File: src/rtl/pipelined_differencing_machine.sv
// Two-stage valid/ready decoder turning a running-sum stream
// back into its term stream (term = sum - previous sum).
module pipelined_differencing_machine (
    input  logic        clk,
    input  logic        reset,
    input  logic        restart,
    input  logic [31:0] sum_in,
    input  logic        in_valid,
    output logic        in_ready,
    output logic [31:0] out,
    output logic        out_valid,
    input  logic        out_ready,
    output logic [29:0] count
);

    logic [31:0] r_prev;
    logic        r_v1;
    logic [31:0] r_s1_sum;
    logic [31:0] r_s1_prev;
    logic        r_ov;
    logic [31:0] r_out;
    logic [29:0] r_count;

    logic        w_deliver;
    logic        w_s2_load;
    logic        w_accept;
    logic [31:0] w_base;

    // Handshake and stage-advance decisions.
    always_comb begin
        w_deliver = r_ov & out_ready;
        w_s2_load = r_v1 & (~r_ov | out_ready);
        in_ready  = ~r_v1 | w_s2_load;
        w_accept  = in_valid & in_ready;
        w_base    = restart ? 32'd0 : r_prev;
    end

    // Previous-sum tracker; a same-cycle accept wins over restart.
    always_ff @(posedge clk or negedge reset) begin
        if (!reset) begin
            r_prev <= 32'd0;
        end else if (w_accept) begin
            r_prev <= sum_in;
        end else if (restart) begin
            r_prev <= 32'd0;
        end
    end

    // Stage 1 holds the accepted sum and the sum it follows.
    always_ff @(posedge clk or negedge reset) begin
        if (!reset) begin
            r_v1      <= 1'b0;
            r_s1_sum  <= 32'd0;
            r_s1_prev <= 32'd0;
        end else if (w_accept) begin
            r_v1      <= 1'b1;
            r_s1_sum  <= sum_in;
            r_s1_prev <= w_base;
        end else if (w_s2_load) begin
            r_v1      <= 1'b0;
        end
    end

    // Stage 2 computes the term and holds it under back-pressure.
    always_ff @(posedge clk or negedge reset) begin
        if (!reset) begin
            r_ov  <= 1'b0;
            r_out <= 32'd0;
        end else if (w_s2_load) begin
            r_ov  <= 1'b1;
            r_out <= r_s1_sum - r_s1_prev;
        end else if (w_deliver) begin
            r_ov  <= 1'b0;
        end
    end

    // Delivered-term counter; a delivery in the restart cycle is dropped.
    always_ff @(posedge clk or negedge reset) begin
        if (!reset) begin
            r_count <= 30'd0;
        end else if (restart) begin
            r_count <= 30'd0;
        end else if (w_deliver) begin
            r_count <= r_count + 30'd1;
        end
    end

    assign out       = r_out;
    assign out_valid = r_ov;
    assign count     = r_count;

endmodule

File: config.mk
export PLATFORM = sky130hd
export DESIGN_NAME = pipelined_differencing_machine
export DESIGN_NICKNAME = d
export VERILOG_FILES = /design/src/rtl/pipelined_differencing_machine.sv
export SDC_FILE = /design/constraint.sdc
export NUM_CORES = 1
export LEC_CHECK = 0
export BUFFER_PORTS_ARGS = -buffer_cell sky130_fd_sc_hd__buf_4
export CAP_MARGIN = 20
export CORE_ASPECT_RATIO = 1.75
export CORE_MARGIN = 2
export CORE_UTILIZATION = 45
export CTS_BUF_LIST = sky130_fd_sc_hd__clkbuf_8
export DETAILED_ROUTE_END_ITERATION = 12
export PLACE_DENSITY = 0.67
export SLEW_MARGIN = 20
export SYNTH_ARGS = -nofsm -noshare
export SYNTH_HDL_FRONTEND = slang
export SYNTH_SLANG_ARGS = --single-unit
File: constraint.sdc
create_clock -name clk -period 2.6 [get_ports clk]
set_clock_uncertainty 0.2 [all_clocks]
set_input_delay 0.78 -clock clk [delete_from_list [all_inputs] [get_ports clk]]
set_output_delay 0.78 -clock clk [all_outputs]
set_load 0.005 [all_outputs]
==> flow_metrics.env, run 1 <==
export IMPL_cts_root_buf="clkbuf_8"
export IMPL_final_nets=1126
export IMPL_place_port_buffers=100
export IMPL_fin_area_mm2=0.0104
export IMPL_startpoint_type="flop"
export IMPL_leakage_nw=4.86
export IMPL_critical_path_class="flop to flop"
export IMPL_nFillCells=1650
export IMPL_dieWidth_um=106
export IMPL_drtPass1Iterations=4
export IMPL_ant_nets=0
export IMPL_die_area_mm2=0.0192
export IMPL_antenna_found_initial=0
export IMPL_clkLatencyLatePin_ns=0.49
export IMPL_crit_fanout=4
export IMPL_clock_fmax_mhz=380
export IMPL_postPlaceCellArea_mm2=0.00966
export IMPL_synthTopCellsByArea="dfrtp_1 49%, nand2_1 8.7%, o21ai_0 6.3%"
export IMPL_netlist_area_mm2=0.00814
export IMPL_wire_per_inst_um=15.6
export IMPL_ys_seq_elements=160
export IMPL_use_met3_pct=3.63
export IMPL_async_reset_ff_share_pct=100
export IMPL_synthCells=895
export IMPL_drc_errors=0
export IMPL_cts_tree="done"
export IMPL_vias=6775
export IMPL_post_route_util_pct=58.0
export IMPL_setup_violations=1
export IMPL_ff_latch_area_mm2=0.00400
export IMPL_yosys_warnings=0
export IMPL_row_count=65
export IMPL_drive_gt1_share_pct=24.3
export IMPL_grt_overflow_total=0
export IMPL_grt_util_all_layers_pct=22.0
export IMPL_cts_buffers=17
export IMPL_top_usage_layer="met2"
export IMPL_finalWorstSetupSlack_ns=-0.0300
export IMPL_period_minus_slack_ns=2.63
export IMPL_post_place_ws_ns=-0.101
export IMPL_synth_edf_count=0
export IMPL_drv_slew=0
export IMPL_yosysSeqAreaShare_pct=49.2
export IMPL_path_clk_slew_ns=0.09
export IMPL_slew_limit_headroom_pct=62.0
export IMPL_fin_crit_sh_pct=101
export IMPL_layout_common_cells="185 x nand2_1, 169 x buf_4, 160 x dfrtp_1"
export IMPL_drt_total_wl_um=20300
export IMPL_ir_drop_uv=403
export IMPL_clkSinkCount=160
export IMPL_grt_pass1_wl_um=33700
export IMPL_postSynthAreaPerCell_um2=9.10
export IMPL_vias_per_cell=5.20
export IMPL_yosys_area_top_type="dfrtp_1"
export IMPL_insertedDiodeCount=0
export IMPL_rsz0062_at_grt="yes"
export IMPL_violations="negative setup slack"
export IMPL_synth_top_area_share_pct=49.2
export IMPL_layout_commonest_cell="nand2_1"
export IMPL_num_io_pins=101
export IMPL_synthFlopType="dfrtp_1"
export IMPL_hpwl_um=14700
export IMPL_critPathCaptureType="flop"
export IMPL_area_growth_pct=27.4
export IMPL_grt_pass1_vias=7081
export IMPL_crit_arrival_ns=2.79
export IMPL_cts_buffer_depth=2
export IMPL_hold_viol=0
export IMPL_drtIter0Drc=329
export IMPL_die_h_um=182
export IMPL_gp_congestion=0.935
export IMPL_hold_class="flop to flop"
export IMPL_grt_util_met2_pct=41.1
export IMPL_htree_levels=4
export IMPL_initial_utilization_pct=45.5
export IMPL_max_slew_worst_pin_slew_ns=0.571
export IMPL_use_met1_pct=24.9
export IMPL_multi_input_area_mm2=0.00415
export IMPL_grt_max_degree=95
export IMPL_synth_nets=965
export IMPL_cp_data_required_time_ns=2.76
export IMPL_powerDensity_mw_per_mm2=753
export IMPL_coreArea_mm2=0.0179
export IMPL_synth_cell_type_count=65
export IMPL_cap_violations=0
export IMPL_status="finished with violations"
layer usage:
| layer | vias to the layer above | part of all wire, % |
|---|---|---|
| li1 | 3356 | - |
| met1 | 3270 | 41 |
| met2 | 121 | 54 |
| met3 | 28 | 2.8 |
| met4 | 0 | 2.0 |
| met5 | - | 0 |
synth_stat cells, drive strengths merged (9+ instances only):
master and number:
nand2 188, dfrtp 160, o21ai 110, nor2 56
nand2b 40, inv 38, a21oi 36, xor2 36
ha 32, clkbuf 29, nand3 23, xnor2 14
nor3 12, nand4 11, a21o 9, and3 9
cell type report:
| type | instances | area share, % |
|---|---|---|
| clock buffer | 17 | 2.25 |
| clock inverter | 15 | 1.65 |
| inverter | 38 | 1.37 |
| multi-input combinational | 663 | 40.0 |
| sequential | 160 | 38.6 |
| tap | 234 | 2.82 |
| timing repair buffer | 176 | 13.3 |
metrics by stage:
stage          setup TNS, ns  total power (W)  hold slack (ns)  std cells
2_1_floorplan              0          0.00450            0.250        895
3_3_place_gp         -0.0366          0.00567            0.261       1266
3_5_place_dp          -0.242          0.00571            0.271       1266
4_1_cts              -0.0384          0.00770            0.273       1299
5_1_grt               -0.352          0.00828            0.289       1303
6_report             -0.0300          0.00781            0.285       1303
timing repair:
action,in CTS,in global routing
hold buffers,1,0
endpoints found under the hold margin,2,0
endpoints found under the setup margin,8,15
setup buffers,0,4
cloned,0,0
gates resized for setup,10,37
pin swaps,2,15
flip-flops by register name, summed over array words and instances (netlist names):
signal,count
r_v1,1
r_s1_prev,32
out,32
count,30
r_prev,32
r_s1_sum,32
out_valid,1
worst max-delay path: stages (launching register included):
cell	delay (ns)
dfrtp_1	0.39
inv_2	0.08
ha_4	0.13
fa_2	0.22
nor2b_4	0.05
o31a_4	0.30
a2111oi_4	0.40
nor2_4	0.08
a311oi_4	0.24
a21oi_1	0.10
or3_1	0.32
final timing paths:
kind / end / cells past startpoint / startpoint / slack, ns
max in group asynchronous: r_s1_sum[19] / 3 / reset / 0.95
min in group asynchronous: r_prev[0] / 2 / reset / 0.56
min reg2reg: out[6] / 1 / out[6] / 0.28
max reg2reg: out[30] / 10 / r_s1_sum[0] / -0.03
max: out[30] / 10 / r_s1_sum[0] / -0.03
min: out[6] / 1 / out[6] / 0.28
kinds of logic (layout without fill, tap and decap cells):
family / count (synthesis) / after routing / synth area share, %
AOI/OAI and AO/OA: 207 / 207 / 15.5
DFF: 160 / 160 / 49.2
and+or+nand+nor: 372 / 372 / 21.3
adders and majority gates: 33 / 33 / 5.16
muxes: 1 / 1 / 0.123
buffers and inverters: 72 / 246 / 3.35
xor gates and xnor gates: 50 / 50 / 5.38
where the power goes:
part | internal [W] | leakage [nW] | switching (W) | total [W]
logic | 0.00134 | 2.59 | 0.00144 | 0.00277
clock network | 0.000884 | 0.205 | 0.00106 | 0.00194
registers | 0.00286 | 2.07 | 0.000240 | 0.00310
total | 0.00508 | 4.86 | 0.00273 | 0.00781
Power figures use the tool's default switching activity.
==> run 2: changes to the inputs <==
CORE_UTILIZATION = 55   (was 45)
PLACE_DENSITY = 0.79   (was 0.67)
==> run 2 against run 1 <==
  * The run still ends with negative setup slack left
  * Hold slack lost 0.22 ns
  * First-iteration DRC count is 4.9% lower
  * Fmax down 0.15%
  * Routed wire length is 0.23% lower
  * Non-clock buffer count fell by 5
  * Utilization is 13 points higher
  * Sequential share of layout area up 0.21 points
  * Sequential power is essentially flat
  * Register-to-register slack barely moved
  * Critical path depth fell by 1
  * Count of clock-buffer cells in the layout increased by 2
  * Critical path type unchanged
==> flow_metrics.env, run 2 (synthesized netlist as in run 1, its figures left out) <==
export IMPL_critPathCaptureType="flop"
export IMPL_slew_limit_headroom_pct=61.7
export IMPL_top_layer_used="met5"
export IMPL_power_frac_comb_pct=35.7
export IMPL_wire_per_inst_um=16.3
export IMPL_die_h_um=165
export IMPL_startpoint_type="flop"
export IMPL_coreArea_mm2=0.0144
export IMPL_status="finished with violations"
export IMPL_cts_tree="done"
export IMPL_drtPass1Iterations=5
export IMPL_grt_overflow_total=0
export IMPL_period_minus_slack_ns=2.63
export IMPL_cp_startpoint="r_s1_prev[0]"
export IMPL_path_clk_slew_ns=0.09
export IMPL_critPathBufInv=0
export IMPL_pwr_share_clk_pct=24.9
export IMPL_drv_slew=0
export IMPL_met1_length_um=7830
export IMPL_grt_util_all_layers_pct=26.8
export IMPL_vias=6923
export IMPL_sw_frac_of_total_pct=33.6
export IMPL_cts_root_buf="clkbuf_8"
export IMPL_grt_max_degree=58
export IMPL_cap_violations=0
export IMPL_wl_met2_um=11100
export IMPL_path_cells="ha_4 > fa_2 > nor2b_4 > o31a_4 > a2111oi_4 > nor2_4 > a31oi_1 > o311a_1 > or3_1"
export IMPL_layout_commonest_cell="nand2_1"
export IMPL_area_growth_pct=26.8
export IMPL_clock_fmax_mhz=380
export IMPL_insertedDiodeCount=0
export IMPL_crit_arrival_ns=2.76
export IMPL_hpwl_um=14700
export IMPL_clkSinkCount=160
export IMPL_drt_total_wl_um=20300
export IMPL_net_switching_power_w=0.00264
export IMPL_ir_drop_uv=664
export IMPL_finalWorstSetupSlack_ns=-0.0339
export IMPL_die_area_mm2=0.0158
export IMPL_leakage_nw=4.86
export IMPL_vias_per_cell=5.57
export IMPL_worst_path_max_delay_cell="dfrtp_1"
export IMPL_setup_violations=1
export IMPL_num_io_pins=101
export IMPL_powerDensity_mw_per_mm2=761
export IMPL_cp_slowest_stage_delay_ns=0.42
export IMPL_p_int_w=0.00522
export IMPL_max_slew_worst_pin_slew_ns=0.569
export IMPL_htree_levels=4
export IMPL_timing_rr_start="r_s1_prev[0]"
export IMPL_cts_buffer_depth=2
export IMPL_gp_congestion=0.890
export IMPL_violations="negative setup slack"
export IMPL_hold_class="input port to asynchronous set/reset pin"
export IMPL_cp_data_required_time_ns=2.73
export IMPL_post_route_util_pct=71.5
export IMPL_holdBufCountCts=0
export IMPL_rsz0062_at_grt="yes"
export IMPL_layout_common_cells="186 x nand2_1, 164 x buf_4, 160 x dfrtp_1"
export IMPL_antenna_found_initial=1
export IMPL_crit_fanout=4
export IMPL_critical_path_class="flop to flop"
export IMPL_setup_tns_ns=-0.0339
export IMPL_ant_nets=0
export IMPL_hold_viol=0
export IMPL_row_count=58
export IMPL_seq_power_share_pct=39.4
export IMPL_final_nets=1121
export IMPL_dieWidth_um=96.0
export IMPL_fin_crit_sh_pct=101
export IMPL_cts_buffers=17
export IMPL_clkLatencyLatePin_ns=0.45
export IMPL_wl_met3_um=732
export IMPL_initial_utilization_pct=56.4
export IMPL_drive_gt1_share_pct=23.9
export IMPL_grt_pass1_vias=6970
export IMPL_place_port_buffers=100
export IMPL_path_delay_family="compound AO/OA/AOI/OAI gates"
export IMPL_hold_ws_ns=0.0659
export IMPL_drc_errors=0
export IMPL_grt_pass1_wl_um=32900
export IMPL_drtIter0Drc=313
## run 2: cell types whose count changed in the layout (fill, tap and decap cells not counted), sizes merged
cell | before | now
clkbuf | 17 | 19
inv | 47 | 41
clkinv | 3 | 2
clkinvlp | 1 | 4
bufinv | 2 | 3
dlygate4sd3 | 1 | 0
buf | 175 | 171
## run 2: power by group through the flow
stage	registers (W)	logic (W)	clock network [W]
5_1_grt	0.00314	0.00308	0.00209
6_report	0.00310	0.00280	0.00195
3_3_place_gp	0.00312	0.00251	0
3_5_place_dp	0.00313	0.00255	0
4_1_cts	0.00308	0.00259	0.00199
2_1_floorplan	0.00310	0.00140	0
## run 2: cell type report
class,count,area (um2)
Clock buffer,19,262
Clock inverter,12,159
Fill cell,1109,4120
Inverter,38,143
Multi-Input combinational cell,663,4170
Sequential cell,160,4000
Tap cell,180,225
Timing Repair Buffer,171,1360
## run 2: metrics by stage
stage / area [um2] / setup WS, ns / total power [W] / std cells
2_1_floorplan: 8150 / 0.0173 / 0.00450 / 895
3_3_place_gp: 9580 / -0.0731 / 0.00563 / 1208
3_5_place_dp: 9580 / -0.102 / 0.00568 / 1208
4_1_cts: 10000 / -0.0545 / 0.00767 / 1240
5_1_grt: 10300 / -0.128 / 0.00831 / 1243
6_report: 10300 / -0.0339 / 0.00786 / 1243
## run 2: layer usage
layer | vias up | GRT usage (%)
met5 | - | 0
met4 | 2 | 11.8
met3 | 49 | 4.84
met2 | 175 | 49.0
met1 | 3347 | 29.6
li1 | 3350 | -
## run 2: final timing paths
kind / depth (start not counted) / slack [ns] / end
max reg2reg: 9 / -0.03 / out[30]
max in group asynchronous: 2 / 1.55 / r_s1_prev[12]
max: 9 / -0.03 / out[30]
min in group clk: 1 / 0.28 / out[6]
min reg2reg: 1 / 0.28 / out[6]
min: 1 / 0.07 / count[7]
## run 2: timing repair
| item | in CTS | in global routing |
|---|---|---|
| endpoints found under the setup margin | 12 | 18 |
| pin swaps | 3 | 15 |
| endpoints found under the hold margin | 0 | 0 |
| resized for setup | 8 | 44 |
| setup buffers | 1 | 3 |
## run 2: worst reg2reg max path, cell delays in order (launching register included)
cell and delay (ns):
dfrtp_1 0.42, ha_4 0.18, fa_2 0.38, nor2b_4 0.13, o31a_4 0.15, a2111oi_4 0.09
nor2_4 0.15, a31oi_1 0.11, o311a_1 0.34, or3_1 0.37
==> run 3: changes to the inputs <==
REMOVE_ABC_BUFFERS = 1   (was not set)
==> run 3 against run 2 <==
  * The flow still finishes with violations (negative setup slack)
  * Hold slack lost 0.037 ns
  * Flip-flop and latch count did not move
  * Die area is the same
  * Combinational power is 3% lower
  * Routed wire length shrank 4.3%
  * Critical path depth is 2 higher
  * Count of clock-buffer cells in the layout shrank 2
==> flow_metrics.env, run 3 (synthesized netlist as in run 1, its figures left out) <==
export IMPL_htree_levels=4
export IMPL_layout_commonest_cell="nand2_1"
export IMPL_cap_violations=0
export IMPL_wire_per_inst_um=15.5
export IMPL_finalWorstSetupSlack_ns=-0.0984
export IMPL_hold_viol=0
export IMPL_ir_drop_uv=363
export IMPL_startpoint_type="flop"
export IMPL_hpwl_um=13900
export IMPL_cts_tree="done"
export IMPL_cp_data_required_time_ns=2.81
export IMPL_clkLatencyLatePin_ns=0.47
export IMPL_place_port_buffers=100
export IMPL_timing_rr_start="r_s1_sum[0]"
export IMPL_r2r_cells=11
export IMPL_post_route_util_pct=71.1
export IMPL_drive_gt1_share_pct=23.8
export IMPL_cts_root_buf="clkbuf_8"
export IMPL_layout_common_cells="185 x nand2_1, 169 x buf_4, 160 x dfrtp_1"
export IMPL_status="finished with violations"
export IMPL_drtPass1Iterations=5
export IMPL_drtIter0Drc=324
export IMPL_rsz0062_at_grt="yes"
export IMPL_hold_class="input port to asynchronous set/reset pin"
export IMPL_grt_overflow_total=0
export IMPL_critical_path_class="flop to flop"
export IMPL_gp_congestion=0.918
export IMPL_postPlaceCellArea_mm2=0.00958
export IMPL_num_io_pins=101
export IMPL_dieWidth_um=96.0
export IMPL_die_area_mm2=0.0158
export IMPL_path_clk_slew_ns=0.10
export IMPL_period_minus_slack_ns=2.70
export IMPL_fin_cells=1250
export IMPL_fin_crit_sh_pct=104
export IMPL_drv_slew=0
export IMPL_p_total_w=0.00764
export IMPL_ant_nets=0
export IMPL_coreArea_mm2=0.0144
export IMPL_r2r_end="out[28]"
export IMPL_grt_pass1_wl_um=31600
export IMPL_clkSinkCount=160
export IMPL_placedCellCount=1210
export IMPL_initial_utilization_pct=56.4
export IMPL_cts_buffers=17
export IMPL_vias=6948
export IMPL_insertedDiodeCount=0
export IMPL_crit_arrival_ns=2.91
export IMPL_setup_violations=8
export IMPL_leakage_nw=4.87
export IMPL_grt_pass1_vias=6917
export IMPL_grt_util_all_layers_pct=25.3
export IMPL_powerDensity_mw_per_mm2=744
export IMPL_row_count=58
export IMPL_fin_area_mm2=0.0103
export IMPL_drc_errors=0
export IMPL_vias_per_cell=5.56
export IMPL_r2r_slack_ns=-0.1
export IMPL_holdBufCountCts=0
export IMPL_die_h_um=165
export IMPL_max_slew_worst_pin_slew_ns=0.736
export IMPL_final_nets=1127
export IMPL_cp_startpoint="r_s1_sum[0]"
export IMPL_slew_limit_headroom_pct=49.7
export IMPL_critPathCaptureType="flop"
export IMPL_cts_buffer_depth=2
export IMPL_grt_max_degree=95
export IMPL_area_growth_pct=26.0
export IMPL_violations="negative setup slack"
export IMPL_crit_fanout=3
export IMPL_drt_total_wl_um=19400
export IMPL_antenna_found_initial=0
export IMPL_clock_fmax_mhz=371
-- run 3: routing by layer --
metal	share of wire (%)	up-vias	GRT usage [%]
li1	-	3364	-
met1	40	3361	29.1
met2	53	169	45.8
met3	3.7	54	4.20
met4	3.4	0	10.3
met5	0	-	0
-- run 3: critical path, cell delays in order (launching register included) --
cell and delay, ns:
dfrtp_1 0.39, inv_2 0.09, ha_4 0.15, fa_2 0.23
nor2b_4 0.05, o31a_4 0.30, buf_6 0.12, o31a_1 0.25
o2111ai_1 0.18, nand4b_1 0.26, a311o_1 0.35, nand3_1 0.06
-- run 3: worst max-delay path by stage --
stage,endpoint,depth (start not counted)
after floorplan,r_s1_prev[0],3
after global placement,out[30],10
after detailed placement,out[30],9
after CTS,out[28],11
after global routing,out[30],10
final,out[28],11
-- run 3: area by class of cell --
class / instances / area (um2)
multi-input combinational: 663 / 4090
tap: 180 / 225
timing repair buffer: 177 / 1400
sequential: 160 / 4000
fill: 1111 / 4180
inverter: 38 / 143
clock buffer: 17 / 234
clock inverter: 15 / 163
-- run 3: what timing repair did --
| item | in CTS | in global routing |
|---|---|---|
| setup endpoints to repair | 11 | 17 |
| gates resized for setup | 13 | 30 |
| buffers inserted | 2 | 6 |
| pin swaps | 7 | 16 |
| gates cloned | 0 | 0 |
-- run 3: per-stage QoR --
stage / hold WS (ns) / TNS (ns) / worst slack [ns]
floorplan: 0.250 / -18.87 / -0.362
global placement: 0.261 / -0.393 / -0.162
detailed placement: 0.270 / -0.829 / -0.225
CTS: 0.0382 / -0.105 / -0.0549
global route: 0.0594 / -1.18 / -0.167
finish: 0.0289 / -0.367 / -0.0984
-- run 3: power breakdown --
part,internal [W],total [W],leakage (nW),switching [W]
Sequential,0.00286,0.00308,2.07,0.000223
Clock,0.000727,0.00182,0.200,0.00110
Combinational,0.00134,0.00273,2.60,0.00139
Total,0.00493,0.00764,4.87,0.00271
